===== src/rtl/microcpu_pkg.sv =====
// microcpu_pkg: shared constants and types for the microcpu sequencer.
// ALU function codes, status bit indexes, opcodes and FSM states.
package microcpu_pkg;

   localparam logic [3:0] FUNC_NOP = 4'd0;
   localparam logic [3:0] FUNC_ADD = 4'd1;
   localparam logic [3:0] FUNC_SUB = 4'd2;
   localparam logic [3:0] FUNC_MUL = 4'd3;
   localparam logic [3:0] FUNC_AND = 4'd4;
   localparam logic [3:0] FUNC_OR  = 4'd5;

   localparam int ST_EQU    = 0;
   localparam int ST_NEQU   = 1;
   localparam int ST_BTHAN  = 2;
   localparam int ST_BEQUAL = 3;
   localparam int ST_LTHAN  = 4;
   localparam int ST_LEQUAL = 5;

   localparam logic [3:0] OP_NOP  = 4'h0;
   localparam logic [3:0] OP_ADD  = 4'h1;
   localparam logic [3:0] OP_SUB  = 4'h2;
   localparam logic [3:0] OP_MUL  = 4'h3;
   localparam logic [3:0] OP_AND  = 4'h4;
   localparam logic [3:0] OP_OR   = 4'h5;
   localparam logic [3:0] OP_LDI  = 4'h6;
   localparam logic [3:0] OP_ADDI = 4'h7;
   localparam logic [3:0] OP_CMP  = 4'h8;
   localparam logic [3:0] OP_BR   = 4'h9;
   localparam logic [3:0] OP_HALT = 4'hF;

   localparam logic [2:0] BR_ALWAYS = 3'd6;

   typedef enum logic [2:0] {
      S_IDLE,
      S_FETCH,
      S_EXEC,
      S_FLAG,
      S_HALTED
   } seq_state_e;

   typedef struct packed {
      logic [3:0]  func;
      logic        imm;
      logic [15:0] a;
      logic [15:0] b;
      logic [15:0] imm_val;
   } alu_drv_t;

   function automatic logic [15:0] sext8(input logic [7:0] v);
      return {{8{v[7]}}, v};
   endfunction

endpackage


===== src/rtl/alu_sequencer_regfile.sv =====
// regfile4x16: four 16-bit registers, two async reads, one sync write.
// Asynchronous active-low reset clears every register.
module regfile4x16 (
   input  logic        clk,
   input  logic        rst_n,
   input  logic [1:0]  ra_addr,
   input  logic [1:0]  rb_addr,
   input  logic        wr_en,
   input  logic [1:0]  wr_addr,
   input  logic [15:0] wr_data,
   output logic [15:0] ra_data,
   output logic [15:0] rb_data
);

   logic [15:0] mem [4];

   assign ra_data = mem[ra_addr];
   assign rb_data = mem[rb_addr];

   // storage: clear on reset, single write port
   always_ff @(posedge clk or negedge rst_n) begin
      if (!rst_n) begin
         for (int i = 0; i < 4; i++) begin
            mem[i] <= '0;
         end
      end else if (wr_en) begin
         mem[wr_addr] <= wr_data;
      end
   end

endmodule


===== src/rtl/alu_sequencer.sv =====
// alu_sequencer: fetch/decode/execute control for the microcpu ALU.
// Define ALU_SEQ_MUL_EN to make opcode 3 (MUL) legal.
module alu_sequencer
   import microcpu_pkg::*;
#(
   parameter int              PC_W     = 8,
   parameter logic [PC_W-1:0] RESET_PC = '0
) (
   input  logic            clk,
   input  logic            rst_n,
   input  logic            start,
   output logic            imem_req,
   output logic [PC_W-1:0] imem_addr,
   input  logic            imem_ack,
   input  logic [15:0]     imem_data,
   output logic [15:0]     alu_a,
   output logic [15:0]     alu_b,
   output logic [15:0]     alu_imm_val,
   output logic            alu_imm,
   output logic [3:0]      alu_func,
   input  logic [15:0]     alu_out,
   input  logic [7:0]      alu_status,
   output logic [PC_W-1:0] pc,
   output logic            busy,
   output logic            halted,
   output logic            illegal
);

   seq_state_e      state_q;
   seq_state_e      state_d;
   logic [PC_W-1:0] pc_q;
   logic [15:0]     ir_q;
   logic [7:0]      flags_q;
   logic            illegal_q;

   logic [3:0]  op;
   logic [1:0]  rd;
   logic [1:0]  ra;
   logic [1:0]  rb;
   logic [7:0]  imm8;
   logic [2:0]  cond;
   logic [15:0] ra_data;
   logic [15:0] rb_data;

   alu_drv_t drv;
   logic     dec_wr;
   logic     dec_flag;
   logic     dec_ill;
   logic     br_take;
   logic     exec;
   logic     fetch_hit;

   assign op   = ir_q[15:12];
   assign rd   = ir_q[11:10];
   assign ra   = ir_q[9:8];
   assign rb   = ir_q[7:6];
   assign imm8 = ir_q[7:0];
   assign cond = ir_q[11:9];

   assign exec      = (state_q == S_EXEC);
   assign fetch_hit = (state_q == S_FETCH) && imem_ack;

   regfile4x16 u_rf (
      .clk     (clk),
      .rst_n   (rst_n),
      .ra_addr (ra),
      .rb_addr (rb),
      .wr_en   (exec && dec_wr),
      .wr_addr (rd),
      .wr_data (alu_out),
      .ra_data (ra_data),
      .rb_data (rb_data)
   );

   // decode ir into ALU drive, write-back, flag capture and branch
   always_comb begin
      drv      = '0;
      dec_wr   = 1'b0;
      dec_flag = 1'b0;
      dec_ill  = 1'b0;
      br_take  = 1'b0;
      unique case (op)
         OP_NOP, OP_HALT: begin
         end
         OP_ADD, OP_SUB, OP_AND, OP_OR: begin
            drv.func = op;
            drv.a    = ra_data;
            drv.b    = rb_data;
            dec_wr   = 1'b1;
            dec_flag = 1'b1;
         end
         OP_MUL: begin
`ifdef ALU_SEQ_MUL_EN
            drv.func = FUNC_MUL;
            drv.a    = ra_data;
            drv.b    = rb_data;
            dec_wr   = 1'b1;
            dec_flag = 1'b1;
`else
            dec_ill  = 1'b1;
`endif
         end
         OP_LDI: begin
            drv.func    = FUNC_NOP;
            drv.imm     = 1'b1;
            drv.imm_val = {8'h00, imm8};
            dec_wr      = 1'b1;
         end
         OP_ADDI: begin
            drv.func    = FUNC_ADD;
            drv.imm     = 1'b1;
            drv.imm_val = sext8(imm8);
            drv.b       = ra_data;
            dec_wr      = 1'b1;
            dec_flag    = 1'b1;
         end
         OP_CMP: begin
            drv.func = FUNC_SUB;
            drv.a    = ra_data;
            drv.b    = rb_data;
            dec_flag = 1'b1;
         end
         OP_BR: begin
            if (cond == BR_ALWAYS) begin
               br_take = 1'b1;
            end else if (cond < BR_ALWAYS) begin
               br_take = flags_q[cond];
            end
         end
         default: begin
            dec_ill = 1'b1;
         end
      endcase
   end

   // next state and fetch request
   always_comb begin
      state_d  = state_q;
      imem_req = 1'b0;
      unique case (state_q)
         S_IDLE: begin
            if (start) state_d = S_FETCH;
         end
         S_FETCH: begin
            imem_req = 1'b1;
            if (imem_ack) state_d = S_EXEC;
         end
         S_EXEC: begin
            if (op == OP_HALT) state_d = S_HALTED;
            else if (dec_flag) state_d = S_FLAG;
            else               state_d = S_FETCH;
         end
         S_FLAG: begin
            state_d = S_FETCH;
         end
         S_HALTED: begin
         end
         default: begin
            state_d = S_IDLE;
         end
      endcase
   end

   // state register
   always_ff @(posedge clk or negedge rst_n) begin
      if (!rst_n) state_q <= S_IDLE;
      else        state_q <= state_d;
   end

   // pc, instruction, flag snapshot and sticky illegal
   always_ff @(posedge clk or negedge rst_n) begin
      if (!rst_n) begin
         pc_q      <= RESET_PC;
         ir_q      <= '0;
         flags_q   <= '0;
         illegal_q <= 1'b0;
      end else begin
         if (fetch_hit) begin
            ir_q <= imem_data;
            pc_q <= pc_q + PC_W'(1);
         end else if (exec && br_take) begin
            pc_q <= PC_W'(imm8);
         end
         if (state_q == S_FLAG) flags_q <= alu_status;
         if (exec && dec_ill) illegal_q <= 1'b1;
      end
   end

   assign alu_func    = exec ? drv.func    : FUNC_NOP;
   assign alu_imm     = exec ? drv.imm     : 1'b0;
   assign alu_a       = exec ? drv.a       : '0;
   assign alu_b       = exec ? drv.b       : '0;
   assign alu_imm_val = exec ? drv.imm_val : '0;

   assign imem_addr = pc_q;
   assign pc        = pc_q;
   assign busy      = (state_q != S_IDLE) && (state_q != S_HALTED);
   assign halted    = (state_q == S_HALTED);
   assign illegal   = illegal_q;

endmodule

===== config.mk =====
export PLATFORM = sky130hd
export DESIGN_NAME = alu_sequencer
export DESIGN_NICKNAME = d
export VERILOG_FILES = /design/src/rtl/microcpu_pkg.sv /design/src/rtl/alu_sequencer_regfile.sv /design/src/rtl/alu_sequencer.sv
export SDC_FILE = /design/constraint.sdc
export NUM_CORES = 1
export LEC_CHECK = 0
export CAP_MARGIN = 20
export CORE_ASPECT_RATIO = 0.6
export CORE_MARGIN = 1
export CORE_UTILIZATION = 45
export DETAILED_ROUTE_END_ITERATION = 8
export PLACE_DENSITY = 0.72
export SLEW_MARGIN = 40
export SYNTH_ARGS = -nofsm -noshare
export SYNTH_HDL_FRONTEND = slang
export SYNTH_SLANG_ARGS = --single-unit

===== constraint.sdc =====
create_clock -name clk -period 7.1 [get_ports clk]
set_input_delay 1.42 -clock clk [delete_from_list [all_inputs] [get_ports clk]]
set_output_delay 1.42 -clock clk [all_outputs]
set_load 0.01 [all_outputs]

# Yosys cells after proc, flatten, opt, wreduce, memory -nomap -nowiden
# Index checks and enable logic that the tools add are counted.
dict set report word_totals {
  output_inout_bits 73
  word_cells 89
  in_bits 44
  regBits 100
}
dict set report classes {
  n_bitwise 4
  reduce_logical 17
  n_lt_le_gt_ge 6
  eq_ne 17
  add_sub_neg 1
  muxes 35
}
# op n
set op_table {}
lappend op_table {{16-bit two-way mux} 9}
lappend op_table {{16-bit binary-select mux with 2-bit select} 2}
lappend op_table {{64-bit bitwise mux} 1}
lappend op_table {{16-bit case mux with 2 select lines} 2}
lappend op_table {{16-bit demux with 2-bit select} 1}
lappend op_table {{4-bit by 3-bit equality test with 1-bit output, second input constant} 4}
lappend op_table {{8-bit two-way mux} 2}
lappend op_table {{3-bit case mux with 5 select lines} 1}
lappend op_table {{4-bit equality test, second input constant} 3}
lappend op_table {{4-bit case mux with 3 select lines} 1}
lappend op_table {{6-bit OR reduction} 2}
lappend op_table {{1-bit two-way mux} 10}
lappend op_table {{10-bit OR reduction} 1}
lappend op_table {{3-bit >= comparator, second input constant} 3}
lappend op_table {{3-bit two-way mux} 3}
lappend op_table {{2-bit NOT with 3-bit output} 3}
lappend op_table {{8-bit by 1-bit adder with 8-bit output, second input constant} 1}
lappend op_table {{3-bit by 2-bit equality test with 1-bit output, second input constant} 2}
lappend op_table {{3-bit equality test, second input constant} 2}
lappend op_table {{1-bit logical AND} 6}
lappend op_table {{5-bit OR reduction} 1}
lappend op_table {{4-bit by 1-bit equality test with 1-bit output, second input constant} 1}
lappend op_table {{4-bit by 2-bit equality test with 1-bit output, second input constant} 1}
lappend op_table {{4-bit logical NOT} 1}
lappend op_table {{other kinds (16)} 17}

# Longest topological paths before layout
# Gate-level depths: netlist of run 1.
dict set report logic_depth {
  ltp_word 8
  ltp_mapped 7
  mapped_depth_nobuf 4
}

# By module
# Synthesis of run 1 repeated with hierarchy kept, for this count alone.
dict set report hier_totals {
  hier_cells 443
  hier_area_um2 5421.4
}
# mod seq_area_each_um2 n_inst cells_per_inst area_each_um2
set by_module_without_submodules {}
lappend by_module_without_submodules {regfile4x16 1601.5 1 176 3174.3}
lappend by_module_without_submodules {alu_sequencer 850.8 1 267 2247.2}

# Least setup slack after synthesis of run 1
# No wires, ideal clock.
dict set report synth_path {
  kind {register -> output}
  start {register ir_q[13]}
  end {output port alu_b[10]}
  path_buffers 2
  path_stages_with_launch 7
  slack_ps 3734
  t_arrival_ps 1946
  t_required_ps 5680
  cell_sequence {dfrtp_1 clkbuf_1 nand2_1 nor3b_1 clkbuf_1 nand2_1 a21oi_1}
}
dict set report synth_between {
  elab_chain_cells 4
  word_cells_on_any_way 9
  cone_classes {eq/ne: 6; mux: 2; reduce/logical: 1}
}
# item line
set synth_lines {}
lappend synth_lines {{from (decl)} alu_sequencer.sv:32} ;# logic [15:0] ir_q;
lappend synth_lines {{from (signal assigned)} alu_sequencer.sv:179} ;# ir_q <= imem_data;
lappend synth_lines {{4-bit equality test (tied with other cells)} alu_sequencer.sv:82} ;# unique case (op)
lappend synth_lines {{5-bit OR reduction (no source line)} n/a}
lappend synth_lines {{16-bit case mux with 2 select lines *} alu_sequencer.sv:82}
lappend synth_lines {{16-bit two-way mux *} alu_sequencer.sv:192} ;# assign alu_b = exec ? drv.b : '0;
lappend synth_lines {{to (decl)} alu_sequencer.sv:17} ;# output logic [15:0] alu_b,
# Every way passes the cells marked *; elsewhere a longest branch is shown, timed or not.

# Worst setup path after layout of run 1
dict set report layout_path {
  start {register ir_q[15]}
  end {output port alu_a[1]}
}
dict set report layout_between {
  elab_chain_cells 4
  word_cells_on_any_way 8
  cone_classes {eq/ne: 5; mux: 2; reduce/logical: 1}
}
# item line
set layout_lines {}
lappend layout_lines {{4-bit equality test (tied with other cells)} alu_sequencer.sv:82}
lappend layout_lines {{5-bit OR reduction (no source line) *} n/a}
lappend layout_lines {{16-bit two-way mux *} alu_sequencer.sv:82}
lappend layout_lines {{16-bit two-way mux *} alu_sequencer.sv:191} ;# assign alu_a = exec ? drv.a : '0;
lappend layout_lines {{to (decl)} alu_sequencer.sv:16} ;# output logic [15:0] alu_a,
# Marked as above.

==> metrics, run 1 <==
Setup Fix Bufs, Post-CTS=0; Mapped Cells=469; DR WL/cell=20.4 µm; vias per cell=5.83; min-delay src=illegal; Remaining Overflow, GRT=0; r2r endpoint=u_rf.mem[35]; Final Skew=0.00629 ns; Critical Path RT=5.68 ns; fin crit share=0.646; Port Buffers=113; I/O pin count=117; row count=30; largest net degree at the start of global routing=64; Die Ht=88.0 µm; Die W=145 µm; root buf cell=clkbuf_16; post-synthesis cell area=0.00555 mm²; Post-Route WL=14.6 mm; R2R cell count=4; clock power share=0.186; Hold Path Class=reg2reg; Hold Buf Count CTS=0; register bit total from synthesis=98; placed cell area=0.00667 mm²; CTS Buffer Depth=2; # DRC=0; post-route minimum period=4.58 ns; max_cap viols=0; VDD IR-drop max=0.209 mV; Syn Area/Cell=11.8 µm²; DR WL met3=1.10 mm; Async SR Flop Fraction=1.00; Fin Hold WS=0.466 ns; Syn-to-layout area delta=26.7%; DRT Pass-1 Iters=5; Power Dens Cells=441 mW/mm²; Final Max Tran Viols=0; P_sw=1.12 mW; initial antenna violation count=0; Synth cell types=52; leading area contributor after synthesis=dfrtp_1; Slew HR=0.506; combinational share of power=0.439; ys flop type=dfrtp_1; Reg clk slew, reported paths=0.06 ns; post-synth top area share=0.442; vias in the first global route=4084; kind of critical path=reg2out; Starting DRT DRC Count=312; Final Core Density=0.604; # clock sinks=98; multi-input logic area=0.00282 mm²; reg2reg start=state_q[1]; Seq pwr share=0.375; GP Congestion=0.799; worst-path maximum fanout=18; total CTS buffers=9; Post-synth EDFFs=0; RSZ-0062 raised after global routing=false; first-pass GRT wire length=23.0 mm; met2 WL=6.51 mm; Design Area, Final=0.00703 mm²; syn nets=514; Static Leak=2.87 nW; # diodes=0; post-detail-place hpwl=9.86 mm; internal power=1.98 mW; WHS Endpoint=illegal; Final Setup Violations=0; effective utilization at floorplan=0.477; top sig layer=met4; sequential area share after synthesis=0.442; Nets=594; FF+latch area=0.00245 mm²; hold depth=1; Area contributors post-synth=dfrtp_1, mux4_2, mux2_2; Post-synth top cells=dfrtp_1, nand2_1, mux2_2; # resized after CTS=0; WP data arrival=3.16 ns; Total Routing Usage GR=0.239; startpoint types=flop; Sw Share=0.361; Max Fclk=0.218 GHz; Hold Violations, Final=0; fraction of layout cells with a size suffix above 1=0.260; die area=0.0128 mm²; Syn. warnings=0; Final TNS setup=0 ns; Crit. End Element=output port; Register-to-Register Setup Slack=4.25 ns; routed via count=4163; most frequent cell after synthesis=dfrtp_1; Antenna Nets Post-Route=0; Worst-Skew Late Latency=0.35 ns; Core Area=0.0116 mm²; WL met1=6.85 mm; Tightest Pin Transition=0.742 ns; TritonCTS clock tree=yes; filler cell count=916; H-tree depth=3; status=completed; Final Total Pwr=3.10 mW
-- per-stage QoR --
step | worst slack (ns) | instances
after floorplan | 3.73 | 469
after global placement | 2.97 | 698
after detailed placement | 2.94 | 698
after CTS | 2.55 | 714
after global routing | 2.39 | 714
final | 2.52 | 714
-- per-layer routing --
metal / GRT usage / up-vias
li1: - / 1850
met1: 0.346 / 2122
met2: 0.369 / 179
met3: 0.0563 / 12
met4: 0.0536 / 0
met5: 0 / -
-- how the worst max path moves through the flow --
stage / cells past startpoint / end / startpoint
after floorplan: 6 / alu_b[10] / ir_q[13]
after global placement: 5 / alu_a[6] / ir_q[15]
after detailed placement: 5 / alu_a[11] / ir_q[15]
after CTS: 5 / alu_a[3] / ir_q[15]
after global routing: 5 / alu_a[1] / ir_q[15]
final: 5 / alu_a[1] / ir_q[15]
-- registers in the layout (all words and copies together) (netlist names) --
signal	cells
u_rf.mem	64
ir_q	16
imem_addr	8
flags_q	6
state_q	3
illegal	1
-- kinds of logic after synthesis --
kind of cell,after synthesis,share of synthesized area
flip-flops,98,0.442
adder cells (fa/ha/maj),1,0.00226
multiplexers,107,0.291
buffers and inverters,56,0.0564
other,1,0.000676
AO/OA/AOI/OAI,62,0.0688
XOR/XNOR,4,0.00632
AND/OR/NAND/NOR,140,0.133
-- critical path, stage by stage (launching register included) --
cell	delay, ns
dfrtp_1	0.57
nor3_1	0.36
and2_1	0.67
or2_2	0.45
and3_1	0.22
clkdlybuf4s50_1	0.54
-- cell type report --
| class | instances | area share |
|---|---|---|
| inverter | 5 | 0.00267 |
| clock inverter | 4 | 0.0139 |
| multi-input combinational | 315 | 0.401 |
| timing repair buffer | 120 | 0.169 |
| tap | 160 | 0.0285 |
| clock buffer | 12 | 0.0365 |
| sequential | 98 | 0.349 |
-- layout by cell type (no fill, tap or decap), types with 8 or more instances in the layout --
cell type / n
a21oi_1: 19
nor2_1: 9
nand2_1: 64
and2_1: 8
o21ai_0: 25
mux2_2: 60
clkbuf_16: 9
mux4_2: 32
and3_1: 20
dfrtp_1: 96
clkdlybuf4s50_1: 112
mux2_4: 13
-- power by group through the flow --
stage / combinational (mW) / sequential (mW) / clock, mW
after floorplan: 1.06 / 0.997 / 0
after global placement: 1.32 / 1.13 / 0
after detailed placement: 1.36 / 1.16 / 0
after CTS: 1.37 / 1.15 / 0.581
after global routing: 1.48 / 1.21 / 0.605
final: 1.36 / 1.16 / 0.576
Note: power is estimated with default switching activity, not from simulation.
==> inputs of run 2 (changes only) <==
PLACE_DENSITY = 0.75   (was 0.72)
clock period = 4.2 ns   (was 7.1 ns; I/O delays follow)
==> run 2 against run 1 <==
  * Combinational power rose by 74%
  * Hold slack improved by 0.030 ns
  * Clock skew rose by 0.00096 ns
  * Total power rose by 65%
  * Clock power rose by 43%
  * Utilization fell by 0.25 points
  * Sequential share of layout area is 0.11 points higher
  * Register-to-register slack got worse by 2.9 ns
  * Non-clock buffer count up 5
  * Count of clock-buffer cells in the layout fell by 3
  * Wire length up 0.87%
  * Worst setup slack worse by 2.1 ns
  * Critical endpoint unchanged
  * Largest cell class unchanged
==> metrics, run 2 (synthesis gave the netlist of run 1 again) <==
vias per cell=5.86 (+0.45%); biggest cell delay along the critical path=0.57 ns (-0.10 ns); critical path's slowest cell=dfrtp_1; Top Family by Delay on Critical Path=simple AND/OR/NAND/NOR gates; Slew HR=0.535 (+0.0291); Critical path buffers and inverters=1 (unchanged); VDD IR-drop max=0.253 mV (+21%); first-pass GRT wire length=23.4 mm (+1.8%); Max Fclk=0.265 GHz; status=completed; R2R cell count=5 (+1); fin crit share=0.898; Antenna Nets Post-Route=0 (unchanged); TritonCTS clock tree=yes; Die Ht=88.0 µm (unchanged); vias in the first global route=4292 (+5.1%); total CTS buffers=9 (unchanged); Remaining Overflow, GRT=0 (unchanged); Nets=599 (+0.84%); Tightest Pin Transition=0.698 ns (-0.0437 ns); Hold Violations, Final=0 (unchanged); commonest cells after routing, fill and taps aside=clkdlybuf4s50_1, dfrtp_1, nand2_1; Crit. End Element=output port; Hold Path Class=in2async; routed via count=4211 (+1.2%); CTS Buffer Depth=2 (unchanged); Total Routing Usage GR=0.245 (+0.00557); Post-Layout Cell Count=719 (+0.70%); Reg clk slew, reported paths=0.07 ns (about the same); I/O pin count=117 (unchanged); commonest non-fill, non-tap cell in the layout=clkdlybuf4s50_1; Die W=145 µm (unchanged); WP data arrival=2.93 ns (-0.23 ns); Final Skew=0.00725 ns (+0.000962 ns); largest net degree at the start of global routing=77 (+20%); startpoint types=flop; reg2reg start=state_q[1]; r2r endpoint=u_rf.mem[38]; filler cell count=917 (+0.11%); worst-path maximum fanout=16 (-2); # clock sinks=98 (unchanged); Critical Path RT=3.36 ns (-2.32 ns); Final TNS setup=0 ns (unchanged); # resized after CTS=0 (unchanged); DP Worst Slack=0.848 ns (-2.09 ns); Final Max Tran Viols=0 (unchanged); Setup WS post-layout=0.428 ns (-2.09 ns); fraction of layout cells with a size suffix above 1=0.261 (+0.00125); # DRC=0 (unchanged); root buf cell=clkbuf_16; H-tree depth=3 (unchanged); Power Dens Cells=732 mW/mm² (+66%); Worst-Skew Late Latency=0.35 ns (about the same); Register-to-Register Setup Slack=1.38 ns (-2.87 ns); post-detail-place hpwl=10.2 mm (+3.9%); Post-Route WL=14.7 mm (+0.87%); Port Buffers=113 (unchanged); Final Setup Violations=0 (unchanged); Syn-to-layout area delta=26.2%; cells along the critical path=nor3_1 > and2_1 > or2_2 > and3_1 > clkdlybuf4s50_1; max_cap viols=0 (unchanged); row count=30 (unchanged); DRT Pass-1 Iters=5 (unchanged); Largest Register=u_rf.mem; placed insts=703 (+0.72%); initial antenna violation count=0 (unchanged); Static Leak=2.87 nW (about the same); Starting DRT DRC Count=239 (-23%); # diodes=0 (unchanged); GP Congestion=0.823 (+2.9%); Core Area=0.0116 mm² (unchanged); DR WL/cell=20.5 µm (+0.17%); RSZ-0062 raised after global routing=false; Hold Buf Count CTS=0 (unchanged); effective utilization at floorplan=0.477 (unchanged); Setup Fix Bufs, Post-CTS=0 (unchanged); kind of critical path=reg2out; post-route minimum period=3.77 ns; max FFs per register=64 (unchanged); die area=0.0128 mm² (unchanged)
## run 2: cell types whose count changed in the layout (fill, tap and decap cells not counted), sizes merged
cell    before  now
buf          8   13
clkinv       0    5
clkbuf      12    9
bufinv       3    1
## run 2: power by group
part           internal [mW]  switching (mW)
clock network          0.461           0.365
registers               1.41           0.525
logic                   1.34            1.02
total                   3.21            1.91
## run 2: worst reg2reg max path, cell delays in order (launching register included)
cell and delay, ns:
dfrtp_1 0.53, or3b_1 0.56, buf_4 0.29, a211oi_4 0.48
nand3b_4 0.42, mux2_4 0.43
## run 2: final cells by class
type	instances	area, µm²	share of cell area
clock buffer	9	225	0.0322
clock inverter	7	70.1	0.0100
inverter	5	18.8	0.00268
multi-input combinational	315	2810	0.402
sequential	98	2450	0.350
tap	160	200	0.0286
timing repair buffer	125	1220	0.175
## run 2: routing by layer
layer	vias up	share of wire	global-route usage
met3	14	0.083	0.0667
met5	-	0	0
met1	2147	0.45	0.334
li1	1867	-	-
met4	0	0.0090	0.0794
met2	183	0.46	0.384
## run 2: worst max path at each step
stage | startpoint | endpoint | slack (ns) | depth (start not counted)
after global routing | ir_q[15] | alu_a[0] | 0.31 | 5
after global placement | ir_q[15] | alu_a[1] | 0.90 | 5
after detailed placement | ir_q[15] | alu_a[1] | 0.85 | 5
final | ir_q[15] | alu_a[1] | 0.43 | 5
after CTS | ir_q[15] | alu_a[1] | 0.46 | 5
after floorplan | ir_q[13] | alu_b[10] | 1.41 | 6
## run 2: stage by stage
| step | utilization | area (µm²) | total power [mW] | hold WS, ns |
|---|---|---|---|---|
| detailed placement | 0.576 | 6710 | 4.29 | 0.489 |
| global placement | 0.576 | 6700 | 4.15 | 0.484 |
| finish | 0.602 | 7000 | 5.13 | 0.496 |
| CTS | 0.602 | 7000 | 5.12 | 0.502 |
| global route | 0.602 | 7000 | 5.43 | 0.509 |
| floorplan | - | 5550 | 3.48 | 0.452 |
